`src/rtl/lbus_pkg.sv`:
```
// Shared types and helpers for the AXIS-to-LBUS transmit path.
// Segment count and byte width are fixed by the 100G CMAC LBUS port.
package lbus_pkg;

    localparam int SEG_NUM   = 4;
    localparam int SEG_BYTES = 16;

    typedef struct packed {
        logic [127:0] data;
        logic         ena;
        logic         sop;
        logic         eop;
        logic         err;
        logic [3:0]   mty;
    } lbus_seg_t;

    // Number of valid bytes in a 64-byte beat; 0..64 needs 7 bits.
    function automatic logic [6:0] keep_popcnt(input logic [63:0] keep);
        logic [6:0] cnt;
        cnt = '0;
        for (int i = 0; i < 64; i++) begin
            cnt = cnt + 7'(keep[i]);
        end
        return cnt;
    endfunction

endpackage

```
`src/rtl/lbus_seg_enc.sv`:
```
// Combinational encoder for one 16-byte LBUS segment.
// Reverses byte order and derives ENA/SOP/EOP/ERR/MTY from the beat byte count.
module lbus_seg_enc
    import lbus_pkg::*;
(
    input  logic [127:0] slice,
    input  logic [1:0]   seg_idx,
    input  logic [6:0]   n,
    input  logic         last,
    input  logic         err,
    input  logic         sop,
    output lbus_seg_t    seg
);

    logic [127:0] rev;
    logic [1:0]   last_seg;
    logic         ena;

    // AXIS byte 0 of the slice lands in the most significant LBUS byte.
    generate
        for (genvar gi = 0; gi < SEG_BYTES; gi++) begin : g_rev
            assign rev[8*(SEG_BYTES-1-gi) +: 8] = slice[8*gi +: 8];
        end
    endgenerate

    // n is already forced into 1..64, so the last segment is ceil(n/16)-1.
    assign last_seg = (n > 7'd48) ? 2'd3 :
                      (n > 7'd32) ? 2'd2 :
                      (n > 7'd16) ? 2'd1 : 2'd0;

    assign ena = !last || (seg_idx <= last_seg);

    always_comb begin
        seg      = '0;
        seg.ena  = ena;
        seg.data = ena ? rev : '0;
        seg.sop  = sop && (seg_idx == 2'd0);
        if (last && (seg_idx == last_seg)) begin
            seg.eop = 1'b1;
            seg.err = err;
            seg.mty = 4'd0 - n[3:0];
        end
    end

endmodule

```
`src/rtl/axis_lbus_tx.sv`:
```
// 512-bit AXI4-Stream to 4x128-bit CMAC LBUS transmit converter, one registered cycle per beat.
// Define AXIS_LBUS_TX_ERR_EN to add s_axis_tuser and drive tx_errin on the EOP segment.
module axis_lbus_tx #(
    parameter int SEG_NUM   = 4,
    parameter int PKT_CNT_W = 32
) (
    input  logic                   clk,
    input  logic                   rst,
    input  logic [511:0]           s_axis_tdata,
    input  logic [63:0]            s_axis_tkeep,
    input  logic                   s_axis_tlast,
    input  logic                   s_axis_tvalid,
`ifdef AXIS_LBUS_TX_ERR_EN
    input  logic                   s_axis_tuser,
`endif
    output logic                   s_axis_tready,
    input  logic                   tx_rdy,
    input  logic                   tx_ovfout,
    input  logic                   tx_unfout,
    output logic [511:0]           tx_datain,
    output logic [SEG_NUM-1:0]     tx_enain,
    output logic [SEG_NUM-1:0]     tx_sopin,
    output logic [SEG_NUM-1:0]     tx_eopin,
    output logic [SEG_NUM-1:0]     tx_errin,
    output logic [4*SEG_NUM-1:0]   tx_mtyin,
    output logic                   stat_unf,
    output logic                   stat_ovf,
    output logic                   stat_keep_err,
    output logic [PKT_CNT_W-1:0]   pkt_cnt
);

    import lbus_pkg::*;

    typedef enum logic {
        ST_IDLE,
        ST_IN_PKT
    } state_t;

    state_t                 state_reg;
    logic                   accept;
    logic [6:0]             keep_cnt;
    logic                   keep_zero;
    logic [6:0]             n_eff;
    logic                   keep_bad;
    logic                   user_err;
    logic                   sop_beat;
    logic                   underflow;

    lbus_seg_t              seg_next [SEG_NUM];
    logic [511:0]           data_next;
    logic [SEG_NUM-1:0]     ena_next;
    logic [SEG_NUM-1:0]     sop_next;
    logic [SEG_NUM-1:0]     eop_next;
    logic [SEG_NUM-1:0]     err_next;
    logic [4*SEG_NUM-1:0]   mty_next;

    generate
        if (SEG_NUM != 4) begin : g_seg_num_check
            $error("axis_lbus_tx: SEG_NUM must be 4");
        end
    endgenerate

    assign s_axis_tready = tx_rdy;
    assign accept        = s_axis_tvalid & tx_rdy;

    assign keep_cnt  = keep_popcnt(s_axis_tkeep);
    assign keep_zero = (keep_cnt == 7'd0);
    // An empty last beat is sent as a full one so the packet still terminates.
    assign n_eff     = keep_zero ? 7'd64 : keep_cnt;
    assign keep_bad  = s_axis_tlast ? keep_zero : (s_axis_tkeep != {64{1'b1}});

`ifdef AXIS_LBUS_TX_ERR_EN
    assign user_err = s_axis_tuser;
`else
    assign user_err = 1'b0;
`endif

    assign sop_beat  = (state_reg == ST_IDLE);
    assign underflow = (state_reg == ST_IN_PKT) && tx_rdy && !s_axis_tvalid;

    generate
        for (genvar gi = 0; gi < SEG_NUM; gi++) begin : g_seg
            lbus_seg_enc u_enc (
                .slice   (s_axis_tdata[128*gi +: 128]),
                .seg_idx (2'(gi)),
                .n       (n_eff),
                .last    (s_axis_tlast),
                .err     (user_err),
                .sop     (sop_beat),
                .seg     (seg_next[gi])
            );

            assign data_next[128*gi +: 128] = seg_next[gi].data;
            assign ena_next[gi]             = seg_next[gi].ena;
            assign sop_next[gi]             = seg_next[gi].sop;
            assign eop_next[gi]             = seg_next[gi].eop;
            assign err_next[gi]             = seg_next[gi].err;
            assign mty_next[4*gi +: 4]      = seg_next[gi].mty;
        end
    endgenerate

    always_ff @(posedge clk) begin
        if (rst) begin
            state_reg     <= ST_IDLE;
            tx_datain     <= '0;
            tx_enain      <= '0;
            tx_sopin      <= '0;
            tx_eopin      <= '0;
            tx_errin      <= '0;
            tx_mtyin      <= '0;
            stat_unf      <= 1'b0;
            stat_ovf      <= 1'b0;
            stat_keep_err <= 1'b0;
            pkt_cnt       <= '0;
        end else begin
            if (accept) begin
                tx_datain <= data_next;
                tx_enain  <= ena_next;
                tx_sopin  <= sop_next;
                tx_eopin  <= eop_next;
                tx_errin  <= err_next;
                tx_mtyin  <= mty_next;
                if (s_axis_tlast) begin
                    state_reg <= ST_IDLE;
                    pkt_cnt   <= pkt_cnt + PKT_CNT_W'(1);
                end else begin
                    state_reg <= ST_IN_PKT;
                end
            end else begin
                // Data is left as-is on idle cycles; only the qualifiers drop.
                tx_enain <= '0;
                tx_sopin <= '0;
                tx_eopin <= '0;
                tx_errin <= '0;
                tx_mtyin <= '0;
            end

            if (tx_unfout || underflow) begin
                stat_unf <= 1'b1;
            end
            if (tx_ovfout) begin
                stat_ovf <= 1'b1;
            end
            if (accept && keep_bad) begin
                stat_keep_err <= 1'b1;
            end
        end
    end

endmodule

```
`config.mk`:
```
export PLATFORM = sky130hd
export DESIGN_NAME = axis_lbus_tx
export DESIGN_NICKNAME = d
export VERILOG_FILES = /design/src/rtl/lbus_pkg.sv /design/src/rtl/lbus_seg_enc.sv /design/src/rtl/axis_lbus_tx.sv
export SDC_FILE = /design/constraint.sdc
export NUM_CORES = 1
export LEC_CHECK = 0
export BUFFER_PORTS_ARGS = -buffer_cell sky130_fd_sc_hd__buf_2
export CELL_PAD_IN_SITES_DETAIL_PLACEMENT = 0
export CELL_PAD_IN_SITES_GLOBAL_PLACEMENT = 2
export CORE_AREA = 2 2 447 449
export CTS_CLUSTER_SIZE = 16
export DETAILED_ROUTE_END_ITERATION = 10
export DIE_AREA = 0 0 449 451
export GPL_TIMING_DRIVEN = 0
export PLACE_DENSITY_LB_ADDON = 0.1
export SYNTH_ARGS = -nofsm -noshare
export SYNTH_HDL_FRONTEND = slang
export SYNTH_HIERARCHICAL = 1
export SYNTH_SLANG_ARGS = --single-unit
```
`constraint.sdc`:
```
create_clock -name clk -period 29.9 [get_ports clk]
set_input_delay 1.495 -clock clk [delete_from_list [all_inputs] [get_ports clk]]
set_output_delay 1.495 -clock clk [all_outputs]
set_load 0.1 [all_outputs]
```
==> metrics.csv, run 1 <==
metric,value,unit
FP Rows,164,
top layer in use,met5,
DRT iter0 DRCs,1079,
Top Registers,"tx_datain: 512 flops, pkt_cnt: 32 flops, tx_mtyin: 16 flops",
Final min period,10.24,ns
H-tree depth,3,
# port buffers,1161,
Hold Buf Count CTS,0,
post-synthesis sequential area ratio,44.5,%
Final ANT Viol Nets,0,
synth warn,6,
max reg flops,512,
top-area cell type share of the netlist area,44.5,%
register bit count reported by yosys,580,
CP required,30.51,ns
max-cap check violation count,0,
first-pass GRT wire length,228000,µm
proportion of layout cells with a drive suffix above 1,29.1,%
synth-to-layout area growth,46.4,%
R2R depth,7,
WL/cell,22.7,µm
final hold violations,0,
Syn Area/Cell,7.74,µm²
status,"finished, final reports clean",
top_reg_cell synth,dfxtp_1,
core area,198000,µm²
WL met1,62700,µm
Worst Path Arrival,10.86,ns
Reg with most FFs,tx_datain,
fmax,97.6,MHz
synth unique cells,44,
Inserted Clock Buffers,87,
met2 wire length,86900,µm
IO Pins,1163,
clk_lat worst skew,0.69,ns
vias per cell,3.67,
crit end category,register,
Slew HR,14.8,%
via count,27100,
"Clk pin slew, worst setup/hold paths",0.05,ns
Netlist Area Pre-Place,26100,µm²
"commonest non-fill, non-tap cell in the layout",buf_2,
clk sinks,580,
Hold Path Class,reg2reg,
Die ar.,202000,µm²
final global-route overflow total,0,
placed insts,7214,
Setup Slack @ Placement,18.91,ns
drt total wl,168000,µm
top post-synthesis cells by area,"dfxtp_1 (44%), nand2_1 (15%), and2_1 (13%)",
critical path class,in2reg,
hold path cells,2,
crit share post-route,34.3,%
Syn Inst Count,3375,
most frequent cells in the layout,"buf_2 (1,170), nand2_1 (1,044), dfxtp_1 (580)",
final slew viol count,0,
initial core utilization,13.2,%
setup bufs post-CTS,0,
TNS Setup,0,ns
post-synth top area cell,dfxtp_1,
DR WL met3,13100,µm
GP Congestion,0.804,
ys async rst share,0,%
router iterations before antenna repair,5,
GRT Resource Usage Total,16.0,%
Resize count post-CTS,0,
slack of the critical path,19.66,ns
Final Skew,0.00494,ns
Final setup viols,0,
largest net degree at the start of global routing,15,
worst-case clock buffer depth,3,
number of flops mapped to enable cells by yosys,0,
RSZ-0062 raised after global routing,false,
most used cell along the critical path,fa_1,
initial antenna violation count,117,
Post-layout nets,5313,
vias in the first global route,27200,
Worst-Margin Slew,1.28,ns
Die Span Y,451,µm
Die W,449,µm
crit start category,primary input,
fin cells,7385,
hold_ws,0.447,ns
CTS root buffer,clkbuf_16,
CP Max Fanout,11,
CTS tree,yes,
DP HPWL,136000,µm
Post-route DRC,0,
crit-path max cell delay,0.81,ns
worst-path cell with the longest stage delay,a2111oi_2,
-- synth_stat cells, drive strengths merged (2+ instances only) --
master and n:
nand2 1044, dfxtp 580, and2 553, a21oi 529, clkbuf 174, inv 123
buf 67, fa 54, nor2 47, ha 29, nand4 23, nand3 17
nor3 17, nor4 16, xor2 15, xnor2 14, o21ai 11, or3 8
nand2b 6, a211oi 5, and3 5, nand4b 5, o211ai 5, nor2b 4
nor3b 4, o31a 4, nand3b 3, or4 3, and4 2, conb 2
-- through the flow --
stage / cell area, µm² / util (%)
2_1_floorplan: 26200 / -
3_3_place_gp: 35300 / 17.8
3_5_place_dp: 35400 / 17.9
4_1_cts: 38200 / 19.3
5_1_grt: 38200 / 19.3
6_report: 38200 / 19.3
-- per-layer routing --
layer,track usage (%),up-vias
met5,0,-
met1,16.8,12500
met2,29.6,892
met3,5.88,338
li1,-,13200
met4,4.51,84
-- final timing paths --
kind                                       start            end  slack (ns)
worst max-delay path            s_axis_tkeep[35]  tx_datain[49]       19.66
worst min-delay path               tx_datain[51]  tx_datain[51]        0.45
worst max register to register        pkt_cnt[4]    pkt_cnt[31]       27.27
worst min register to register     tx_datain[51]  tx_datain[51]        0.45
-- critical path, delay by kind of cell --
kind | cells | cell delay (ns)
AND/OR/NAND/NOR | 7 | 1.11
buffers and inverters | 11 | 1.61
AO/OA/AOI/OAI | 6 | 1.89
adder cells (fa/ha/maj) | 10 | 4.74
-- cell type report --
cell class                 count  area (µm²)
sequential                   580       11600
fill                       23000      160000
inverter                     123         462
buffer                       241        1120
tap                         2656        3320
multi-input combinational   2449       13000
antenna                       17        42.5
timing repair buffer        1165        5860
clock buffer                 136        2630
clock inverter                18         166
-- cells by family after synthesis --
group | Yosys count | share of synthesized area (%)
and+or+nand+nor | 1759 | 32.0
DFF | 580 | 44.5
AOI/OAI and AO/OA | 558 | 11.0
buffers and inverters | 364 | 6.07
adders and majority gates | 83 | 5.53
xor gates and xnor gates | 29 | 0.973
other | 2 | 0.0288
Power of run 1 is left out: the tool's default activity adds up to more than one toggle a clock period on the data nets, which glitch-free logic cannot reach.
==> inputs of run 2 (changes only) <==
ABC_AREA = 1   (was default)
CORE_AREA = 2 2 454 456   (was 2 2 447 449)
DIE_AREA = 0 0 456 458   (was 0 0 449 451)
clock period = 8.2 ns   (was 29.9 ns; I/O delays follow)
==> run 2 against run 1 <==
Effect of this change: die area up 3.1%; synthesized cell count up 24%; clock skew up 0.0083 ns; first-iteration DRC count up 27%; setup slack worse by 19 ns; final cell count up 14%; wire length up 6.0%; critical path type unchanged.
==> metrics.csv, run 2 <==
metric,value,unit,change
final hold violations,0,,unchanged
clk_lat worst skew,0.72,ns,+0.03 ns
CP required,8.79,ns,-21.72 ns
synth unique cells,36,,-18%
status,"finished, final reports clean",,
number of flops mapped to enable cells by yosys,0,,unchanged
slack of the critical path,0.436,ns,-19.22 ns
commonest cells in the netlist,"nor2_1 (1,705), inv_1 (745), dfxtp_1 (580)",,
Placed Area,37000,µm²,+4.6%
DRT iter0 DRCs,1369,,+27%
most instantiated library cell after synthesis,nor2_1,,
Reg with most FFs,tx_datain,,
crit start category,primary input,,
critical path class,in2reg,,
"commonest non-fill, non-tap cell in the layout",nor2_1,,
fin cells,8395,,+14%
Hold Path Class,in2reg,,
RSZ-0062 raised after global routing,false,,
CP Max Fanout,12,,+1
worst-path cell with the longest stage delay,fa_1,,
number of fill cells in the layout,23900,,+3.8%
Syn Inst Count,4186,,+24%
initial antenna violation count,104,,-11%
vias in the first global route,30600,,+13%
via count,30400,,+12%
Post-route DRC,0,,unchanged
first-pass GRT wire length,244000,µm,+7.1%
Final setup viols,0,,unchanged
largest net degree at the start of global routing,14,,-1
core area,204000,µm²,+2.8%
r2r setup slk,6.22,ns,-21.05 ns
worst-case clock buffer depth,3,,unchanged
synth warn,6,,unchanged
WL/cell,21.2,µm,-6.7%
final global-route overflow total,0,,unchanged
post-synthesis sequential area ratio,41.8,%,-2.6 points
Post-layout nets,6283,,+18%
Inserted Clock Buffers,88,,+1.1%
placed insts,8053,,+12%
GRT Resource Usage Total,16.5,%,+0.55 points
IO Pins,1163,,unchanged
synth-to-layout area growth,50.1,%,
Syn Area/Cell,6.63,µm²,-14%
Worst-Margin Slew,1.09,ns,-0.185 ns
most frequent cells in the layout,"nor2_1 (1,704), buf_2 (1,226), inv_1 (742)",,
"Clk pin slew, worst setup/hold paths",0.06,ns,about the same
Final ANT Viol Nets,0,,unchanged
post-synth top area cell,dfxtp_1,,
max reg flops,512,,unchanged
CTS root buffer,clkbuf_16,,
H-tree depth,3,,unchanged
Slew HR,27.1,%,+12 points
clk sinks,580,,unchanged
CTS tree,yes,,
top-area cell type share of the netlist area,41.8,%,-2.6 points
crit share post-route,94.7,%,
DP HPWL,145000,µm,+6.6%
top post-synthesis cells by area,"dfxtp_1 (42%), nor2_1 (23%), inv_1 (10%)",,
vias per cell,3.62,,-1.4%
Die ar.,209000,µm²,+3.1%
# port buffers,1161,,unchanged
proportion of layout cells with a drive suffix above 1,25.8,%,-3.3 points
Final Cell Area,41700,µm²,+9.1%
most used cell along the critical path,fa_1,,
crit end category,register,,
Netlist Area Pre-Place,27800,µm²,+6.3%
Final Skew,0.0133,ns,+0.00833 ns
final slew viol count,0,,unchanged
Worst Path Arrival,8.35,ns,-2.51 ns
fmax,129,MHz,
router iterations before antenna repair,5,,unchanged
Top Registers,"tx_datain: 512 flops, pkt_cnt: 32 flops, tx_mtyin: 16 flops",,
FP Rows,166,,+1.2%
GP Congestion,0.826,,+2.8%
initial core utilization,13.6,%,+0.45 points
crit-path max cell delay,0.60,ns,-0.21 ns
max-cap check violation count,0,,unchanged
Setup Slack @ Placement,-1.52,ns,-20.43 ns
Die Span Y,458,µm,+1.6%
ys async rst share,0,%,unchanged
drt total wl,178000,µm,+6.0%
register bit count reported by yosys,580,,unchanged
Final min period,7.76,ns,
top_reg_cell synth,dfxtp_1,,
Die W,456,µm,+1.6%
-- run 2: cell count changes after synthesis, sizes merged, moves of 13 or more --
cell / previous run / this run
nor4: 16 / 0
a21oi: 529 / 31
and2: 553 / 0
nand2: 1044 / 192
clkbuf: 174 / 123
nand4: 23 / 5
nor2: 47 / 1714
inv: 123 / 747
o21ai: 11 / 527
xor2: 15 / 0
xnor2: 14 / 1
buf: 67 / 117
-- run 2: cell type report --
class / instances / area (µm²) / area share [%]
clock inverters: 20 / 208 / 0.498
flip-flops and latches: 580 / 11600 / 27.9
diodes: 21 / 52.6 / 0.126
repair buffers: 1323 / 7430 / 17.8
multi-input cells: 2637 / 12100 / 29.1
clock buffers: 139 / 2650 / 6.35
plain buffers: 240 / 1460 / 3.49
inverters: 747 / 2810 / 6.73
well taps: 2688 / 3360 / 8.07
-- run 2: per-stage QoR --
stage	TNS, ns	utilization [%]	hold slack (ns)
after floorplan	0	-	0.456
after global placement	-303.55	18.2	0.459
after detailed placement	-301.06	18.2	0.465
after CTS	0	20.4	0.000754
after global routing	0	20.5	0.0595
final	0	20.5	0.0726
-- run 2: worst paths after layout --
path / start / endpoint / cells after the start
min: s_axis_tdata[182] / tx_datain[206] / 5
max: s_axis_tkeep[35] / tx_datain[77] / 37
min reg2reg: tx_datain[487] / tx_datain[487] / 2
max reg2reg: pkt_cnt[0] / pkt_cnt[28] / 10
-- run 2: what timing repair did --
action                                  4_1_cts  5_1_grt
endpoints found under the setup margin      105      344
cloned                                        0        0
hold buffers                                161        0
endpoints found under the hold margin       161        0
pin swaps                                     0        6
buffers inserted                              0        1
resized for setup                            25       32
-- run 2: layer usage --
layer,up-vias,GRT usage (%),part of all wire [%]
met2,882,29.7,50
met1,13900,18.6,40
met3,309,5.53,7.4
li1,15300,-,-
met4,32,4.43,2.7
met5,-,0,0.11
-- run 2: worst max-delay path: cells and delay by family --
family	cells	cell delay [ns]
fa+ha+maj	10	4.86
simple gates	13	1.24
compound gates	3	0.78
buf+inv	11	1.04
-- run 2: kinds of logic after synthesis --
kind of cell / synth area share (%)
AND/OR/NAND/NOR: 27.2
buffers and inverters: 15.3
flip-flops: 41.8
AO/OA/AOI/OAI: 10.4
adder cells (fa/ha/maj): 5.20
other: 0.0270
XOR/XNOR: 0.0315
Power of run 2 is left out for the same reason.
==> inputs of run 3 (changes only) <==
ABC_AREA = default   (was 1)
CORE_AREA = 2 2 451 453   (was 2 2 454 456)
DIE_AREA = 0 0 453 455   (was 0 0 456 458)
clock period = 8.25 ns   (was 8.2 ns; I/O delays follow)
==> run 3 against run 2 <==
Effect of this change: setup slack worse by 0.11 ns; largest cell class unchanged; critical path type unchanged; wire length shrank 3.7%; clock skew down 0.0074 ns; final cell count decreased by 6.7%; first-iteration DRC count down 34%; flip-flop and latch count did not move; highest routed layer unchanged; hold slack improved by 0.012 ns; cell area up 2.4%; utilization increased by 0.74 points.
==> metrics.csv, run 3 (synthesis gave the netlist of run 1 again) <==
metric,value,unit,change
status,"finished, final reports clean",,
Top Registers,"tx_datain: 512 flops, pkt_cnt: 32 flops, tx_mtyin: 16 flops",,
Post-route DRC,0,,unchanged
Hold Path Origin,s_axis_tdata[409],,
clk sinks,580,,unchanged
Slew HR,27.1,%,+0.067 points
H-tree depth,3,,unchanged
Final Cell Area,42700,µm²,+2.4%
worst-path cell with the longest stage delay,or4b_4,,
max reg flops,512,,unchanged
synth-to-layout area growth,63.4,%,
final global-route overflow total,0,,unchanged
Post-layout nets,5726,,-8.9%
fmax,126,MHz,
Die ar.,206000,µm²,-1.3%
core area,201000,µm²,-1.2%
crit end category,register,,
CTS tree,yes,,
Final setup viols,0,,unchanged
max-cap check violation count,0,,unchanged
# port buffers,1161,,unchanged
vias per cell,3.64,,+0.54%
drt total wl,171000,µm,-3.7%
crit share post-route,96.0,%,
"commonest non-fill, non-tap cell in the layout",buf_2,,
DRT iter0 DRCs,899,,-34%
via count,28500,,-6.2%
initial antenna violation count,64,,-38%
Worst Path Arrival,8.48,ns,+0.13 ns
Die W,453,µm,-0.66%
Final ANT Viol Nets,0,,unchanged
Inserted Clock Buffers,88,,unchanged
DP HPWL,137000,µm,-5.5%
Hold Path Class,in2reg,,
CTS root buffer,clkbuf_16,,
WL/cell,21.9,µm,+3.2%
final hold violations,0,,unchanged
Crit Reg-Reg Startpoint,pkt_cnt[5],,
IO Pins,1163,,unchanged
final slew viol count,0,,unchanged
GP Congestion,0.803,,-2.8%
GRT Resource Usage Total,15.9,%,-0.66 points
r2r setup slk,5.61,ns,-0.61 ns
Final min period,7.92,ns,
Die Span Y,455,µm,-0.66%
CP required,8.81,ns,+0.02 ns
Reg with most FFs,tx_datain,,
fin cells,7834,,-6.7%
critical path class,in2reg,,
clk_lat worst skew,0.71,ns,about the same
first-pass GRT wire length,232000,µm,-5.0%
Worst-Margin Slew,1.09,ns,-0.00364 ns
placed insts,7226,,-10%
crit-path max cell delay,0.54,ns,-0.06 ns
vias in the first global route,29400,,-3.9%
TNS Setup,0,ns,unchanged
RSZ-0062 raised after global routing,false,,
CP Max Fanout,10,,-2
largest net degree at the start of global routing,18,,+4
proportion of layout cells with a drive suffix above 1,27.7,%,+1.9 points
worst-case clock buffer depth,3,,unchanged
crit start category,primary input,,
Final Skew,0.00587,ns,-0.00740 ns
most frequent cells in the layout,"buf_2 (1,166), nand2_1 (1,041), dfxtp_1 (580)",,
Placed Area,35400,µm²,-4.3%
initial core utilization,13.0,%,-0.65 points
FP Rows,165,,-0.60%
router iterations before antenna repair,4,,-1
crit path launch,s_axis_tkeep[35],,
most used cell along the critical path,fa_1,,
"Clk pin slew, worst setup/hold paths",0.06,ns,about the same
[run 3: layout make-up]
class	count	area [µm²]
Multi-Input combinational cell	2449	13200
Fill cell	23200	159000
Inverter	123	465
Sequential cell	580	11600
Buffer	241	1170
Tap cell	2672	3340
Clock buffer	147	2760
Antenna cell	34	85.1
Timing Repair Buffer	1577	9920
Clock inverter	11	144
[run 3: stage by stage]
step | hold slack (ns) | setup slack [ns] | util (%)
detailed placement | 0.443 | -1.70 | 17.6
global route | 0.0470 | 0.0188 | 21.2
global placement | 0.440 | -1.66 | 17.6
floorplan | 0.473 | 0.0246 | -
finish | 0.0848 | 0.330 | 21.2
CTS | 0.0000938 | 0.0187 | 21.0
[run 3: timing repair]
| item | CTS | global route |
|---|---|---|
| hold buffers | 387 | 0 |
| gates cloned | 0 | 1 |
| setup buffers | 6 | 22 |
| setup endpoints to repair | 522 | 511 |
| gates resized for setup | 18 | 26 |
| hold endpoints to repair | 387 | 0 |
| pin swaps | 3 | 13 |
[run 3: per-layer routing]
metal | global-route usage (%) | routed length [µm] | vias up | part of all wire (%)
met5 | 0 | 178 | - | 0.10
met4 | 6.09 | 5760 | 28 | 3.4
met3 | 5.19 | 12200 | 236 | 7.1
met2 | 29.2 | 88800 | 800 | 52
met1 | 16.6 | 64300 | 13300 | 38
li1 | - | - | 14100 | -
[run 3: path summary, 6_finish.rpt]
path               endpoint  cells past startpoint
max            tx_datain[5]                     34
min          tx_datain[481]                      4
max reg2reg     pkt_cnt[31]                      7
min reg2reg   tx_datain[96]                      2
[run 3: worst max-delay path, delay by kind of cell]
family	cells	cell delay, ns
AND/OR/NAND/NOR	7	1.32
AO/OA/AOI/OAI	5	0.71
XOR/XNOR	1	0.09
adder cells (fa/ha/maj)	11	4.82
buffers and inverters	10	1.12
Power of run 3 is left out for the same reason.
